==> config.mk <==
export PLATFORM = sky130hd
export DESIGN_NAME = ds_hazard_fwd_unit_flat
export DESIGN_NICKNAME = d
export VERILOG_FILES = /design/src/rtl/ds_hazard_fwd_unit_pkg.sv /design/src/rtl/ds_hazard_fwd_unit_if.sv /design/src/rtl/ds_hazard_fwd_unit_fwd_sel.sv /design/src/rtl/ds_hazard_fwd_unit.sv /design/src/flat_wrapper.sv
export SDC_FILE = /design/constraint.sdc
export NUM_CORES = 1
export LEC_CHECK = 0
export ABC_AREA = 0
export BUFFER_PORTS_ARGS = -buffer_cell sky130_fd_sc_hd__buf_4
export CORE_MARGIN = 4
export CORE_UTILIZATION = 50
export DETAILED_ROUTE_END_ITERATION = 12
export HOLD_SLACK_MARGIN = 0.12
export PLACE_DENSITY_LB_ADDON = 0.12
export SETUP_SLACK_MARGIN = 0.3
export SKIP_LAST_GASP = 1
export SYNTH_ARGS = -nofsm -noshare
export SYNTH_HDL_FRONTEND = slang
export SYNTH_SLANG_ARGS = --single-unit
==> constraint.sdc <==
create_clock -name clk -period 7.6 [get_ports clk]
set_input_delay 0.76 -clock clk [delete_from_list [all_inputs] [get_ports clk]]
set_output_delay 0.76 -clock clk [all_outputs]
set_load 0.03 [all_outputs]
==> src/rtl/ds_hazard_fwd_unit_pkg.sv <==
// Shared defaults and hazard-vector layout for the decode-stage forwarding/hazard unit.
// Hazard vector layout: {struct_full, waw, raw[NUM_RD-1:0]}.
package ds_hazard_fwd_unit_pkg;

    localparam int DEF_NUM_FWD  = 3;
    localparam int DEF_NUM_RD   = 2;
    localparam int DEF_DW       = 32;
    localparam int DEF_AW       = 5;
    localparam int DEF_LU_DEPTH = 4;
    localparam int DEF_CW       = 32;

    localparam int HZ_VEC_WD = DEF_NUM_RD + 2;

    function automatic int hz_vec_wd(input int num_rd);
        return num_rd + 2;
    endfunction

    function automatic int hz_waw_bit(input int num_rd);
        return num_rd;
    endfunction

    function automatic int hz_struct_bit(input int num_rd);
        return num_rd + 1;
    endfunction

endpackage

==> src/rtl/ds_hazard_fwd_unit_if.sv <==
// Decode-stage <-> hazard unit bundle: operand requests, in-flight results, long-unit
// writeback and the resolved operands / hazard status.
interface ds_hazard_fwd_unit_if
    import ds_hazard_fwd_unit_pkg::*;
#(
    parameter int NUM_FWD  = DEF_NUM_FWD,
    parameter int NUM_RD   = DEF_NUM_RD,
    parameter int DW       = DEF_DW,
    parameter int AW       = DEF_AW,
    parameter int LU_DEPTH = DEF_LU_DEPTH,
    parameter int CW       = DEF_CW
) ();

    localparam int SBW = $clog2(LU_DEPTH + 1);

    logic                      ds_valid;
    logic                      ds_fire;
    logic [NUM_RD-1:0]         src_en;
    logic [NUM_RD*AW-1:0]      src_addr;
    logic [NUM_RD*DW-1:0]      rf_rdata;
    logic                      ds_we;
    logic [AW-1:0]             ds_dest;
    logic                      ds_long;
    logic [NUM_FWD-1:0]        fwd_valid;
    logic [NUM_FWD-1:0]        fwd_ready;
    logic [NUM_FWD*AW-1:0]     fwd_dest;
    logic [NUM_FWD*DW-1:0]     fwd_res;
    logic                      lu_wb_valid;
    logic [AW-1:0]             lu_wb_dest;
    logic [DW-1:0]             lu_wb_data;
    logic [NUM_RD*DW-1:0]      src_value;
    logic                      ds_ready_go;
    logic [hz_vec_wd(NUM_RD)-1:0] hazard_vec;
    logic [SBW-1:0]            sb_busy_cnt;
    logic [CW-1:0]             stall_cnt;

    modport master (
        output ds_valid, ds_fire, src_en, src_addr, rf_rdata, ds_we, ds_dest, ds_long,
               fwd_valid, fwd_ready, fwd_dest, fwd_res, lu_wb_valid, lu_wb_dest, lu_wb_data,
        input  src_value, ds_ready_go, hazard_vec, sb_busy_cnt, stall_cnt
    );

    modport slave (
        input  ds_valid, ds_fire, src_en, src_addr, rf_rdata, ds_we, ds_dest, ds_long,
               fwd_valid, fwd_ready, fwd_dest, fwd_res, lu_wb_valid, lu_wb_dest, lu_wb_data,
        output src_value, ds_ready_go, hazard_vec, sb_busy_cnt, stall_cnt
    );

endinterface

==> src/rtl/ds_hazard_fwd_unit_fwd_sel.sv <==
// Per-read-port operand resolver: youngest-first scan of in-flight results, then long-unit
// writeback bypass, then scoreboard check, else the register file value.
module ds_fwd_sel
    import ds_hazard_fwd_unit_pkg::*;
#(
    parameter int NUM_FWD = DEF_NUM_FWD,
    parameter int DW      = DEF_DW,
    parameter int AW      = DEF_AW
) (
    input  logic                  src_en,
    input  logic [AW-1:0]         src_addr,
    input  logic [DW-1:0]         rf_rdata,
    input  logic                  src_busy,
    input  logic [NUM_FWD-1:0]    fwd_valid,
    input  logic [NUM_FWD-1:0]    fwd_ready,
    input  logic [NUM_FWD*AW-1:0] fwd_dest,
    input  logic [NUM_FWD*DW-1:0] fwd_res,
    input  logic                  lu_wb_valid,
    input  logic [AW-1:0]         lu_wb_dest,
    input  logic [DW-1:0]         lu_wb_data,
    output logic [DW-1:0]         src_value,
    output logic                  raw
);

    logic [NUM_FWD-1:0] match;
    logic               hit;
    logic               hit_ready;
    logic [DW-1:0]      hit_res;

    generate
        for (genvar gi = 0; gi < NUM_FWD; gi++) begin : g_match
            assign match[gi] = fwd_valid[gi] && (fwd_dest[gi*AW +: AW] == src_addr);
        end
    endgenerate

    // Scan oldest to youngest so the youngest match is the last one written.
    always_comb begin
        hit       = 1'b0;
        hit_ready = 1'b0;
        hit_res   = '0;
        for (int k = NUM_FWD - 1; k >= 0; k--) begin
            if (match[k]) begin
                hit       = 1'b1;
                hit_ready = fwd_ready[k];
                hit_res   = fwd_res[k*DW +: DW];
            end
        end
    end

    always_comb begin
        src_value = rf_rdata;
        raw       = 1'b0;
        if (src_en && (src_addr != '0)) begin
            if (hit) begin
                if (hit_ready) src_value = hit_res;
                else           raw       = 1'b1;
            end else if (lu_wb_valid && (lu_wb_dest == src_addr)) begin
                src_value = lu_wb_data;
            end else if (src_busy) begin
                raw = 1'b1;
            end
        end
    end

endmodule

==> src/rtl/ds_hazard_fwd_unit.sv <==
// Decode-stage forwarding and hazard unit: per-port operand resolution, long-latency
// register scoreboard, WAW/structural checks and a saturating stall counter.
module ds_hazard_fwd_unit
    import ds_hazard_fwd_unit_pkg::*;
#(
    parameter int NUM_FWD  = DEF_NUM_FWD,
    parameter int NUM_RD   = DEF_NUM_RD,
    parameter int DW       = DEF_DW,
    parameter int AW       = DEF_AW,
    parameter int LU_DEPTH = DEF_LU_DEPTH,
    parameter int CW       = DEF_CW
) (
    input  logic                 clk,
    input  logic                 reset,
    ds_hazard_fwd_unit_if.slave  bus
);

    localparam int NREG = 1 << AW;
    localparam int SBW  = $clog2(LU_DEPTH + 1);
    localparam int HZW  = hz_vec_wd(NUM_RD);

    logic [NREG-1:0]      busy_reg, busy_next;
    logic [SBW-1:0]       cnt_reg, cnt_next;
    logic [CW-1:0]        stall_reg, stall_next;
    logic [NUM_RD-1:0]    raw;
    logic [NUM_RD*DW-1:0] src_value_w;
    logic [HZW-1:0]       hazard_w;
    logic                 ready_go;
    logic                 waw;
    logic                 struct_full;
    logic                 sb_set;
    logic                 sb_clr;
    logic                 lu_hits_dest;

    generate
        for (genvar gi = 0; gi < NUM_RD; gi++) begin : g_port
            ds_fwd_sel #(
                .NUM_FWD (NUM_FWD),
                .DW      (DW),
                .AW      (AW)
            ) u_sel (
                .src_en      (bus.src_en[gi]),
                .src_addr    (bus.src_addr[gi*AW +: AW]),
                .rf_rdata    (bus.rf_rdata[gi*DW +: DW]),
                .src_busy    (busy_reg[bus.src_addr[gi*AW +: AW]]),
                .fwd_valid   (bus.fwd_valid),
                .fwd_ready   (bus.fwd_ready),
                .fwd_dest    (bus.fwd_dest),
                .fwd_res     (bus.fwd_res),
                .lu_wb_valid (bus.lu_wb_valid),
                .lu_wb_dest  (bus.lu_wb_dest),
                .lu_wb_data  (bus.lu_wb_data),
                .src_value   (src_value_w[gi*DW +: DW]),
                .raw         (raw[gi])
            );
        end
    endgenerate

    // A writeback landing this cycle on the destination retires the older write in time.
    assign lu_hits_dest = bus.lu_wb_valid && (bus.lu_wb_dest == bus.ds_dest);
    assign waw          = bus.ds_we && (bus.ds_dest != '0) && busy_reg[bus.ds_dest] && !lu_hits_dest;
    assign struct_full  = bus.ds_long && (cnt_reg == SBW'(LU_DEPTH)) && !bus.lu_wb_valid;

    always_comb begin
        hazard_w                          = '0;
        hazard_w[NUM_RD-1:0]              = raw;
        hazard_w[hz_waw_bit(NUM_RD)]      = waw;
        hazard_w[hz_struct_bit(NUM_RD)]   = struct_full;
    end

    assign ready_go        = ~|hazard_w;
    assign bus.hazard_vec  = hazard_w;
    assign bus.ds_ready_go = ready_go;
    assign bus.src_value   = src_value_w;
    assign bus.sb_busy_cnt = cnt_reg;
    assign bus.stall_cnt   = stall_reg;

    // Writebacks to an idle register are dropped so the count stays consistent with busy[].
    assign sb_set = bus.ds_fire && bus.ds_we && bus.ds_long && (bus.ds_dest != '0);
    assign sb_clr = bus.lu_wb_valid && busy_reg[bus.lu_wb_dest];

    generate
        for (genvar gi = 0; gi < NREG; gi++) begin : g_busy
            assign busy_next[gi] = (sb_set && (bus.ds_dest == AW'(gi))) ||
                                   (busy_reg[gi] && !(sb_clr && (bus.lu_wb_dest == AW'(gi))));
        end
    endgenerate

    always_comb begin
        cnt_next = cnt_reg;
        case ({sb_set, sb_clr})
            2'b10:   cnt_next = cnt_reg + SBW'(1);
            2'b01:   cnt_next = cnt_reg - SBW'(1);
            default: cnt_next = cnt_reg;
        endcase
    end

    always_comb begin
        stall_next = stall_reg;
        if (bus.ds_valid && !ready_go && (stall_reg != '1)) begin
            stall_next = stall_reg + CW'(1);
        end
    end

    always_ff @(posedge clk) begin
        if (reset) begin
            busy_reg  <= '0;
            cnt_reg   <= '0;
            stall_reg <= '0;
        end else begin
            busy_reg  <= busy_next;
            cnt_reg   <= cnt_next;
            stall_reg <= stall_next;
        end
    end

endmodule

==> src/flat_wrapper.sv <==
// flat-port wrapper written by rule: the top's interface ports become plain ports
module ds_hazard_fwd_unit_flat import ds_hazard_fwd_unit_pkg::*;
#(
    parameter int NUM_FWD  = DEF_NUM_FWD,
    parameter int NUM_RD   = DEF_NUM_RD,
    parameter int DW       = DEF_DW,
    parameter int AW       = DEF_AW,
    parameter int LU_DEPTH = DEF_LU_DEPTH,
    parameter int CW       = DEF_CW
)
  (clk, reset, bus_ds_valid, bus_ds_fire, bus_src_en, bus_src_addr, bus_rf_rdata, bus_ds_we, bus_ds_dest, bus_ds_long, bus_fwd_valid, bus_fwd_ready, bus_fwd_dest, bus_fwd_res, bus_lu_wb_valid, bus_lu_wb_dest, bus_lu_wb_data, bus_src_value, bus_ds_ready_go, bus_hazard_vec, bus_sb_busy_cnt, bus_stall_cnt);
  ds_hazard_fwd_unit_if #(.NUM_FWD(NUM_FWD), .NUM_RD(NUM_RD), .DW(DW), .AW(AW), .LU_DEPTH(LU_DEPTH), .CW(CW)) bus_i ();
  input  logic clk;
  input  logic reset;
  input wire logic [$bits(bus_i.ds_valid)-1:0] bus_ds_valid;
  input wire logic [$bits(bus_i.ds_fire)-1:0] bus_ds_fire;
  input wire logic [$bits(bus_i.src_en)-1:0] bus_src_en;
  input wire logic [$bits(bus_i.src_addr)-1:0] bus_src_addr;
  input wire logic [$bits(bus_i.rf_rdata)-1:0] bus_rf_rdata;
  input wire logic [$bits(bus_i.ds_we)-1:0] bus_ds_we;
  input wire logic [$bits(bus_i.ds_dest)-1:0] bus_ds_dest;
  input wire logic [$bits(bus_i.ds_long)-1:0] bus_ds_long;
  input wire logic [$bits(bus_i.fwd_valid)-1:0] bus_fwd_valid;
  input wire logic [$bits(bus_i.fwd_ready)-1:0] bus_fwd_ready;
  input wire logic [$bits(bus_i.fwd_dest)-1:0] bus_fwd_dest;
  input wire logic [$bits(bus_i.fwd_res)-1:0] bus_fwd_res;
  input wire logic [$bits(bus_i.lu_wb_valid)-1:0] bus_lu_wb_valid;
  input wire logic [$bits(bus_i.lu_wb_dest)-1:0] bus_lu_wb_dest;
  input wire logic [$bits(bus_i.lu_wb_data)-1:0] bus_lu_wb_data;
  output wire logic [$bits(bus_i.src_value)-1:0] bus_src_value;
  output wire logic [$bits(bus_i.ds_ready_go)-1:0] bus_ds_ready_go;
  output wire logic [$bits(bus_i.hazard_vec)-1:0] bus_hazard_vec;
  output wire logic [$bits(bus_i.sb_busy_cnt)-1:0] bus_sb_busy_cnt;
  output wire logic [$bits(bus_i.stall_cnt)-1:0] bus_stall_cnt;
  assign bus_i.ds_valid = bus_ds_valid;
  assign bus_i.ds_fire = bus_ds_fire;
  assign bus_i.src_en = bus_src_en;
  assign bus_i.src_addr = bus_src_addr;
  assign bus_i.rf_rdata = bus_rf_rdata;
  assign bus_i.ds_we = bus_ds_we;
  assign bus_i.ds_dest = bus_ds_dest;
  assign bus_i.ds_long = bus_ds_long;
  assign bus_i.fwd_valid = bus_fwd_valid;
  assign bus_i.fwd_ready = bus_fwd_ready;
  assign bus_i.fwd_dest = bus_fwd_dest;
  assign bus_i.fwd_res = bus_fwd_res;
  assign bus_i.lu_wb_valid = bus_lu_wb_valid;
  assign bus_i.lu_wb_dest = bus_lu_wb_dest;
  assign bus_i.lu_wb_data = bus_lu_wb_data;
  assign bus_src_value = bus_i.src_value;
  assign bus_ds_ready_go = bus_i.ds_ready_go;
  assign bus_hazard_vec = bus_i.hazard_vec;
  assign bus_sb_busy_cnt = bus_i.sb_busy_cnt;
  assign bus_stall_cnt = bus_i.stall_cnt;
  ds_hazard_fwd_unit #(.NUM_FWD(NUM_FWD), .NUM_RD(NUM_RD), .DW(DW), .AW(AW), .LU_DEPTH(LU_DEPTH), .CW(CW)) u_core (.clk(clk), .reset(reset), .bus(bus_i));
endmodule
==> run metrics, run 1 <==
outcome=completed; Sink Count=67; share of post-route cells with drive strength above 1=0.318; Seq. cell area=1340 um^2; gpl congestion=0.972; die width=133 um; drt first pass iters=7; CTS clk-pin slew, worst paths=0.05 ns; post-route ant nets=0; area share of the largest cell type after synthesis=0.172; CTS root buf=clkbuf_16; Inserted Clock Buffers=9; Ys Warns=0; Leak=4.38 nW; WP data required=6.84 ns; Final Cycle Share=0.686; synthesized area=7820 um^2; EDFF count, synth=0; Async SR Flop Fraction=0; TritonCTS clock tree=done; critical path arrival=4.45 ns; Worst Setup End Kind=output pin; Die Y=133 um; adder-cell area share of the yosys netlist=0.00576; Compound-Gate Fraction of Synth Area=0.359; Comb pwr share=0.390; Worst Skew=0.0106 ns; Std-Cell Rows=45; Max-cap violations=0; synth cell count leaders=nand2_1, nor2_1, clkbuf_1; FMAX=192 MHz; RSZ-0062 raised after global routing=false; Period minus WS final=5.21 ns; Clock Path Buffers=2; Hold Buf Count CTS=0; Seq/Total Area, Yosys=0.172; ys flop type=dfxtp_1; clock power share=0.336; Worst R2R Start=u_core.bus.stall_cnt[7]; Syn Area/Cell=7.29 um^2; P_int=0.000855 W; main combinational cell family by area after synthesis=compound AO/OA/AOI/OAI gates; post-CTS setup buffers=0; Max Slew Vio Count=0; Finished Cell Area=10700 um^2; Sw Share=0.343; simple-gate share of the synthesized area=0.228; HP Start=u_core.bus.stall_cnt[26]; DR WL/cell=22.8 um; die area=17700 um^2; sequential power share=0.274; hpwl dp=26100 um; first-pass GRT wire length=53800 um; Slew headroom=0.271; peak supply drop=0.145 mV; Initial Utilization=0.512; final setup vio count=0; dpl ws=2.49 ns; Final Util=0.700; post-synth cell types=58; DRT iter0 DRCs=1200; antenna violations before repair=0; Most common cell on crit path=buf_4; multiplexer share of the synthesized area=0.112; total track usage=0.375; n_diodes=0; worst setup margin=2.39 ns; Core Footprint=15300 um^2; Synthesized Nets=1317; overall routed net length=35300 um; io pins=346; fin nets=1577; CP max FO=36; top-count cell post-synth=nand2_1; CP max stage delay=0.87 ns; critical path's slowest cell=a21oi_4; XOR/XNOR share of the synthesized area=0.0538; Final Hold Viols=0; worst skew pair latency=0.34 ns; # resized after CTS=0; Synth area leaders=dfxtp_1, mux4_2, nand2_1, o22a_1, a22oi_1; Syn-to-layout area delta=36.5%; detailed-route via count=10300; grt total ovfl=0; power per cell area=122 nW/um^2; largest net degree at the start of global routing=71; worst min path class=reg -> reg; # fillers=1333; cells after synthesis=1072; DRC=0; area of the multi-input gates=5980 um^2; P_sw=0.000447 W; CP Launch Type=input pin; deepest level of the CTS H-tree=3; Vias/cell=6.65; #FFs+latches synth=67; final setup TNS=0 ns; vias in the first global route=9521; Synth area leader=dfxtp_1; crit-path cells=buf_4 > xor2_1 > nor4_1 > and3_1 > buf_4 > a21oi_1 > a21oi_4 > nor2_1 > nor2_2 > buf_4 > o22a_1 > buf_4; Placed Area=10400 um^2; Worst Max-Slew Pin Slew=1.09 ns; critical path type=in -> out; Fin Hold WS=0.491 ns; IO buf count=345; crit path from=bus_src_addr[5]
power by group through the flow:
stage | combinational [W] | clock (W) | sequential (W)
finish | 0.000508 | 0.000437 | 0.000357
global route | 0.000534 | 0.000455 | 0.000357
CTS | 0.000502 | 0.000437 | 0.000357
detailed placement | 0.000500 | 0 | 0.000364
global placement | 0.000495 | 0 | 0.000364
floorplan | 0.000269 | 0 | 0.000367
metrics by stage:
| step | total power [W] | instances |
|---|---|---|
| after floorplan | 0.000636 | 1072 |
| final | 0.00130 | 1548 |
| after detailed placement | 0.000864 | 1532 |
| after global routing | 0.00135 | 1548 |
| after global placement | 0.000860 | 1532 |
| after CTS | 0.00130 | 1548 |
routing by layer:
layer | GRT usage | vias to the layer above | wire length [um]
met5 | 0 | - | 0
met4 | 0.198 | 0 | 2010
met3 | 0.0882 | 144 | 3820
met2 | 0.614 | 731 | 16600
met1 | 0.458 | 4777 | 12900
li1 | - | 4640 | -
worst paths after layout:
| kind | endpoint | slack, ns | cells past startpoint |
|---|---|---|---|
| hold reg to reg | u_core.bus.stall_cnt[26] | 0.49 | 2 |
| setup reg to reg | u_core.bus.stall_cnt[5] | 4.41 | 10 |
| hold / removal | u_core.bus.stall_cnt[26] | 0.49 | 2 |
| setup / recovery | bus_src_value[35] | 2.39 | 12 |
kinds of logic after synthesis:
family          count (synthesis)
mux                            45
xor+xnor                       48
flops                          67
compound gates                400
buf+inv                       126
fa+ha+maj                       3
simple gates                  383
area by class of cell:
class                   count  share of cell area
clock buffers              13              0.0253
repair buffers            363               0.255
clock inverters             3             0.00410
well taps                 211              0.0247
multi-input cells         879               0.561
flip-flops and latches     67               0.126
inverters                  12             0.00422
placed cells by master (no fill, tap or decap), types with 4 or more instances in the layout:
cell / Yosys / routed
nor2_1: 92 / 89
nor2b_1: 10 / 9
nor3_1: 6 / 5
a21oi_1: 64 / 63
mux4_2: 26 / 26
a211oi_1: 32 / 32
o22a_1: 64 / 64
nor4_1: 10 / 10
nand3_1: 29 / 29
or4_1: 5 / 5
nand4_1: 9 / 9
buf_4: 5 / 363
a31oi_1: 32 / 32
nand3b_1: 6 / 6
a22oi_1: 65 / 65
and3_1: 18 / 16
or3_1: 26 / 26
nand2_1: 155 / 155
o211ai_1: 33 / 33
dfxtp_1: 67 / 67
clkbuf_16: 0 / 9
xor2_1: 39 / 39
inv_1: 11 / 11
o31ai_1: 5 / 4
xnor2_1: 9 / 9
o21ai_0: 57 / 57
nor2_2: 1 / 4
a32oi_1: 34 / 34
mux2i_1: 11 / 11
mux4_1: 6 / 6
worst max-delay path: cells and delay by family:
| family | cells | cell delay (ns) |
|---|---|---|
| buffers and inverters | 4 | 1.11 |
| AOI/OAI and AO/OA | 3 | 1.24 |
| xor gates and xnor gates | 1 | 0.18 |
| and+or+nand+nor | 4 | 1.14 |
No activity file was read; power rests on OpenSTA's default activity.
==> run 2: changes to the inputs <==
Settings changed: ABC_AREA 0 to 1.
Clock period 7.6 ns to 5.1 ns, I/O delays scaled along.
==> run metrics, run 2 <==
overall routed net length=43500 um (+23%); Reg2Reg Depth=15 (+5); critical path type=in -> out; post-synth cell types=44 (-24%); Worst R2R Start=u_core.busy_reg[21]; Worst Setup End Kind=output pin; deepest level of the CTS H-tree=3 (unchanged); antenna violations before repair=2 (+2); die area=21500 um^2 (+21%); Period minus WS final=3.99 ns; Worst Skew=0.00839 ns (-0.00223 ns); Leak=5.75 nW (+31%); commonest non-fill, non-tap cell in the layout=nand2_1; RSZ-0062 raised after global routing=false; # resized after CTS=0 (unchanged); post-CTS setup buffers=0 (unchanged); CTS clk-pin slew, worst paths=0.06 ns (about the same); CP max FO=46 (+28%); gpl congestion=1.02 (+4.8%); CP Launch Type=input pin; power per cell area=180 nW/um^2 (+47%); multiplexer share of the synthesized area=0 (-0.112); Core Footprint=18800 um^2 (+23%); Worst Max-Slew Pin Slew=1.24 ns (+0.151 ns); die width=147 um (+10%); Synth area leader=nand2_1; ys flop type=dfxtp_1; Synth area leaders=nand2_1, dfxtp_1, o21ai_0, nor2_1, nand3_1; synthesized area=9600 um^2 (+23%); final setup vio count=0 (unchanged); IO buf count=345 (unchanged); CP max stage delay=0.55 ns (-0.32 ns); critical path's slowest cell=nand2_2; Compound-Gate Fraction of Synth Area=0.300 (-0.0585); XOR/XNOR share of the synthesized area=0.0210 (-0.0328); Sink Count=67 (unchanged); total track usage=0.379 (+0.00380); GRT met1 Usage=0.462 (+0.00320); cells after synthesis=1842 (+72%); outcome=completed; Std-Cell Rows=50 (+11%); area share of the largest cell type after synthesis=0.167 (-0.00500); hpwl dp=32500 um (+24%); main combinational cell family by area after synthesis=simple AND/OR/NAND/NOR gates; Max-cap violations=0 (unchanged); crit path capture=bus_ds_ready_go; simple-gate share of the synthesized area=0.397 (+0.169); register-to-register setup slack=1.97 ns (-2.44 ns); peak supply drop=0.271 mV (+87%); Seq/Total Area, Yosys=0.140 (-0.0318); WP data required=4.59 ns (-2.25 ns); synth cell count leaders=nand2_1, nor2_1, o21ai_0; most frequent cells in the layout=nand2_1, buf_4, nor2_1; io pins=346 (unchanged); fin nets=2323 (+47%); hold path depth=2 (unchanged); DRT iter0 DRCs=1649 (+37%); Inserted Clock Buffers=9 (unchanged); worst min path class=reg -> reg; EDFF count, synth=0 (unchanged); Final Cycle Share=0.783; crit-path cells=buf_4 > inv_2 > o21ai_0 > nor2_1 > nand3_2 > buf_4 > nor2_1 > nor2_1 > nand2_1 > nand2_2 > nor2_1 > nand2_2 > nand3_4 > inv_1 > buf_4; Initial Utilization=0.511 (-0.000875); first-pass GRT wire length=67300 um (+25%); vias in the first global route=12500 (+31%); drt first pass iters=9 (+2); worst setup margin=1.11 ns (-1.28 ns); #FFs+latches synth=67 (unchanged); Die Y=147 um (+10%); worst skew pair latency=0.34 ns (about the same); grt total ovfl=0 (unchanged); detailed-route via count=13800 (+34%); Slew headroom=0.169 (-0.102); crit path from=bus_src_addr[5]; Final Hold Viols=0 (unchanged); met3 GRT Util=0.0695 (-0.0187); largest net degree at the start of global routing=66 (-7.0%); DR WL/cell=18.8 um (-18%); Syn-to-layout area delta=28.5%; CTS root buf=clkbuf_16; Syn Area/Cell=5.21 um^2 (-29%); Hold Buf Count CTS=0 (unchanged); reg2reg end=u_core.bus.sb_busy_cnt[2]; Most common cell on crit path=nor2_1; critical path arrival=3.48 ns (-0.97 ns); dpl ws=1.17 ns (-1.32 ns); Async SR Flop Fraction=0 (unchanged); adder-cell area share of the yosys netlist=0.00469 (-0.00107); # fillers=1857 (+39%); Max Slew Vio Count=0 (unchanged); M2 GR Usage=0.637 (+0.0234); top-count cell post-synth=nand2_1; TritonCTS clock tree=done; Ys Warns=0 (unchanged); share of post-route cells with drive strength above 1=0.199 (-0.119); Clock Path Buffers=2 (unchanged); FMAX=250 MHz; DRC=0 (unchanged); Vias/cell=5.96 (-10%); busiest grt layer=met2; final setup TNS=0 ns (unchanged); post-route ant nets=0 (unchanged); Synthesized Nets=2087 (+58%)
## run 2: cell count changes in the layout (fill, tap and decap cells not counted), sizes merged, moves of 34 or more
| cell | delta |
|---|---|
| a21oi | +103 |
| a22oi | -64 |
| a32oi | -34 |
| inv | +182 |
| nand2 | +278 |
| nand3 | +156 |
| nor2 | +154 |
| o21ai | +188 |
| o22a | -64 |
## run 2: through the flow
| stage | utilization | hold WS (ns) | total power, W | cell area [um^2] | cells |
|---|---|---|---|---|---|
| 4_1_cts | 0.657 | 0.463 | 0.00220 | 12300 | 2317 |
| 6_report | 0.657 | 0.461 | 0.00222 | 12300 | 2319 |
| 3_3_place_gp | 0.640 | 0.449 | 0.00152 | 12000 | 2301 |
| 3_5_place_dp | 0.640 | 0.454 | 0.00153 | 12000 | 2301 |
| 2_1_floorplan | - | 0.439 | 0.00113 | 9600 | 1842 |
| 5_1_grt | 0.657 | 0.483 | 0.00232 | 12300 | 2319 |
## run 2: logic make-up after synthesis
| group | count (synthesis) |
|---|---|
| and+or+nand+nor | 904 |
| AOI/OAI and AO/OA | 518 |
| buffers and inverters | 327 |
| DFF | 67 |
| xor gates and xnor gates | 23 |
| adders and majority gates | 3 |
## run 2: final cells by class
cell class | instances | area, um^2 | area share
Antenna cell | 2 | 5.00 | 0.000406
Clock buffer | 10 | 239 | 0.0194
Clock inverter | 6 | 88.8 | 0.00720
Inverter | 195 | 732 | 0.0593
Multi-Input combinational cell | 1448 | 6960 | 0.564
Sequential cell | 67 | 1340 | 0.109
Tap cell | 234 | 293 | 0.0237
Timing Repair Buffer | 357 | 2680 | 0.217
## run 2: worst min path at each step
stage	start	end
after floorplan	u_core.busy_reg[19]	u_core.busy_reg[19]
after global placement	u_core.busy_reg[1]	u_core.busy_reg[1]
after detailed placement	u_core.busy_reg[23]	u_core.busy_reg[23]
after CTS	u_core.busy_reg[23]	u_core.busy_reg[23]
after global routing	u_core.busy_reg[23]	u_core.busy_reg[23]
final	u_core.busy_reg[31]	u_core.busy_reg[31]
## run 2: power breakdown
group	switching (W)	internal, W
Combinational	0.000613	0.000362
Sequential	0.0000226	0.000541
Clock	0.000238	0.000441
Total	0.000874	0.00134
## run 2: worst max-delay path, delay by kind of cell
kind	cells	cell delay, ns
simple gates	9	1.67
compound gates	1	0.17
buf+inv	5	1.12
## run 2: layer usage
metal	share of wire	routed length (um)
met3	0.11	4690
met1	0.37	15900
met4	0.055	2410
met2	0.47	20500
met5	0	0
==> run 3: changes to the inputs <==
Clock period 5.1 ns to 4.1 ns, I/O delays scaled along.
==> run metrics, run 3 (synthesis gave the netlist of run 2 again) <==
outcome=completed; CP Launch Type=input pin; WP data required=3.69 ns (-0.90 ns); most frequent cells in the layout=nand2_1, buf_4, nor2_1; # fillers=1862 (+0.27%); overall routed net length=42500 um (-2.5%); DRT iter0 DRCs=1363 (-17%); gpl congestion=1.07 (+5.4%); deepest level of the CTS H-tree=3 (unchanged); hpwl dp=32200 um (-0.85%); Most common cell on crit path=buf_4; IO buf count=345 (unchanged); CP max FO=33 (-28%); io pins=346 (unchanged); RSZ-0062 raised after global routing=false; grt total ovfl=0 (unchanged); Vias/cell=5.95 (-0.20%); post-route ant nets=0 (unchanged); commonest non-fill, non-tap cell in the layout=nand2_1; Worst Max-Slew Pin Slew=1.08 ns (-0.163 ns); fin nets=2329 (+0.26%); Design Power=0.00273 W (+23%); # resized after CTS=0 (unchanged); Die Y=147 um (unchanged); Std-Cell Rows=50 (unchanged); Max-cap violations=0 (unchanged); detailed-route via count=13800 (-0.072%); total track usage=0.369 (-0.00993); critical path type=in -> out; final setup TNS=0 ns (unchanged); Inserted Clock Buffers=9 (unchanged); drt first pass iters=5 (-4); vias in the first global route=12400 (-0.59%); power per cell area=220 nW/um^2 (+23%); DR WL/cell=18.3 um (-2.6%); Slew headroom=0.281 (+0.112); share of post-route cells with drive strength above 1=0.200 (+0.00144); final setup vio count=0 (unchanged); Worst Setup End Kind=output pin; CTS clk-pin slew, worst paths=0.06 ns (about the same); TritonCTS clock tree=done; Max Slew Vio Count=0 (unchanged); Core Footprint=18800 um^2 (unchanged); antenna violations before repair=2 (unchanged); post-CTS setup buffers=0 (unchanged); largest net degree at the start of global routing=65 (-1.5%); Hold Buf Count CTS=0 (unchanged); first-pass GRT wire length=65400 um (-2.7%); die width=147 um (unchanged); DRC=0 (unchanged); Initial Utilization=0.511 (unchanged); Final Cycle Share=0.832; Period minus WS final=3.41 ns; Final Hold Viols=0 (unchanged); Clock Path Buffers=2 (unchanged); worst skew pair latency=0.33 ns (about the same); critical path's slowest cell=buf_4; worst min path class=reg -> reg; crit-path cells=buf_4 > inv_2 > nand2_1 > nand3_1 > nand3b_2 > buf_4 > nand3_4 > nand3_4 > nand2_2 > buf_4 > o221ai_1 > nand2_1 > buf_4; Sink Count=67 (unchanged); CTS root buf=clkbuf_16; n_diodes=0 (-2); Final Util=0.659 (+0.00173); critical path arrival=3.00 ns (-0.48 ns); Worst Skew=0.00687 ns (-0.00152 ns); Syn-to-layout area delta=28.9%; Placed Area=12100 um^2 (+0.48%); FMAX=293 MHz; CP max stage delay=0.40 ns (-0.15 ns); peak supply drop=0.263 mV (-2.8%); die area=21500 um^2 (unchanged); Leak=5.78 nW (+0.53%); Finished Cell Area=12400 um^2 (+0.26%)
## run 3: cell types whose count changed in the layout (fill, tap and decap cells not counted), sizes merged
cell,before,now
diode,2,0
clkinv,3,4
clkinvlp,2,0
buf,357,363
## run 3: power breakdown
part	switching [W]	internal, W	total, W
sequential	0.0000275	0.000674	0.000701
clock	0.000287	0.000528	0.000814
combinational	0.000756	0.000455	0.00121
total	0.00107	0.00166	0.00273
## run 3: area by class of cell
class	instances	area (um^2)	share of cell area
well taps	234	293	0.0237
clock inverters	5	78.8	0.00637
multi-input cells	1448	6960	0.563
flip-flops and latches	67	1340	0.108
clock buffers	10	229	0.0185
repair buffers	363	2740	0.221
inverters	195	732	0.0592
## run 3: worst paths after layout
kind                           start                        to  slack (ns)  cells past startpoint
max reg2reg  u_core.bus.stall_cnt[0]  u_core.bus.stall_cnt[13]        1.32                     16
min              u_core.busy_reg[23]       u_core.busy_reg[23]        0.46                      2
min reg2reg      u_core.busy_reg[23]       u_core.busy_reg[23]        0.46                      2
max                  bus_src_addr[0]         bus_src_value[20]        0.69                     13
## run 3: per-layer routing
layer / wire (um) / GRT usage / vias to the layer above
met2: 19600 / 0.602 / 875
met3: 4700 / 0.0754 / 171
met1: 15400 / 0.447 / 6152
met4: 2650 / 0.226 / 4
li1: - / - / 6613
met5: 27 / 0 / -
## run 3: stage by stage
stage	setup WS, ns	hold WS [ns]	instances
2_1_floorplan	1.24	0.439	1842
3_3_place_gp	0.822	0.448	2307
3_5_place_dp	0.753	0.455	2307
4_1_cts	0.750	0.462	2322
5_1_grt	0.468	0.478	2322
6_report	0.687	0.460	2322
## run 3: worst max-delay path: cells and delay by family
kind | cells | cell delay, ns
compound gates | 1 | 0.20
buf+inv | 5 | 1.20
simple gates | 7 | 1.16
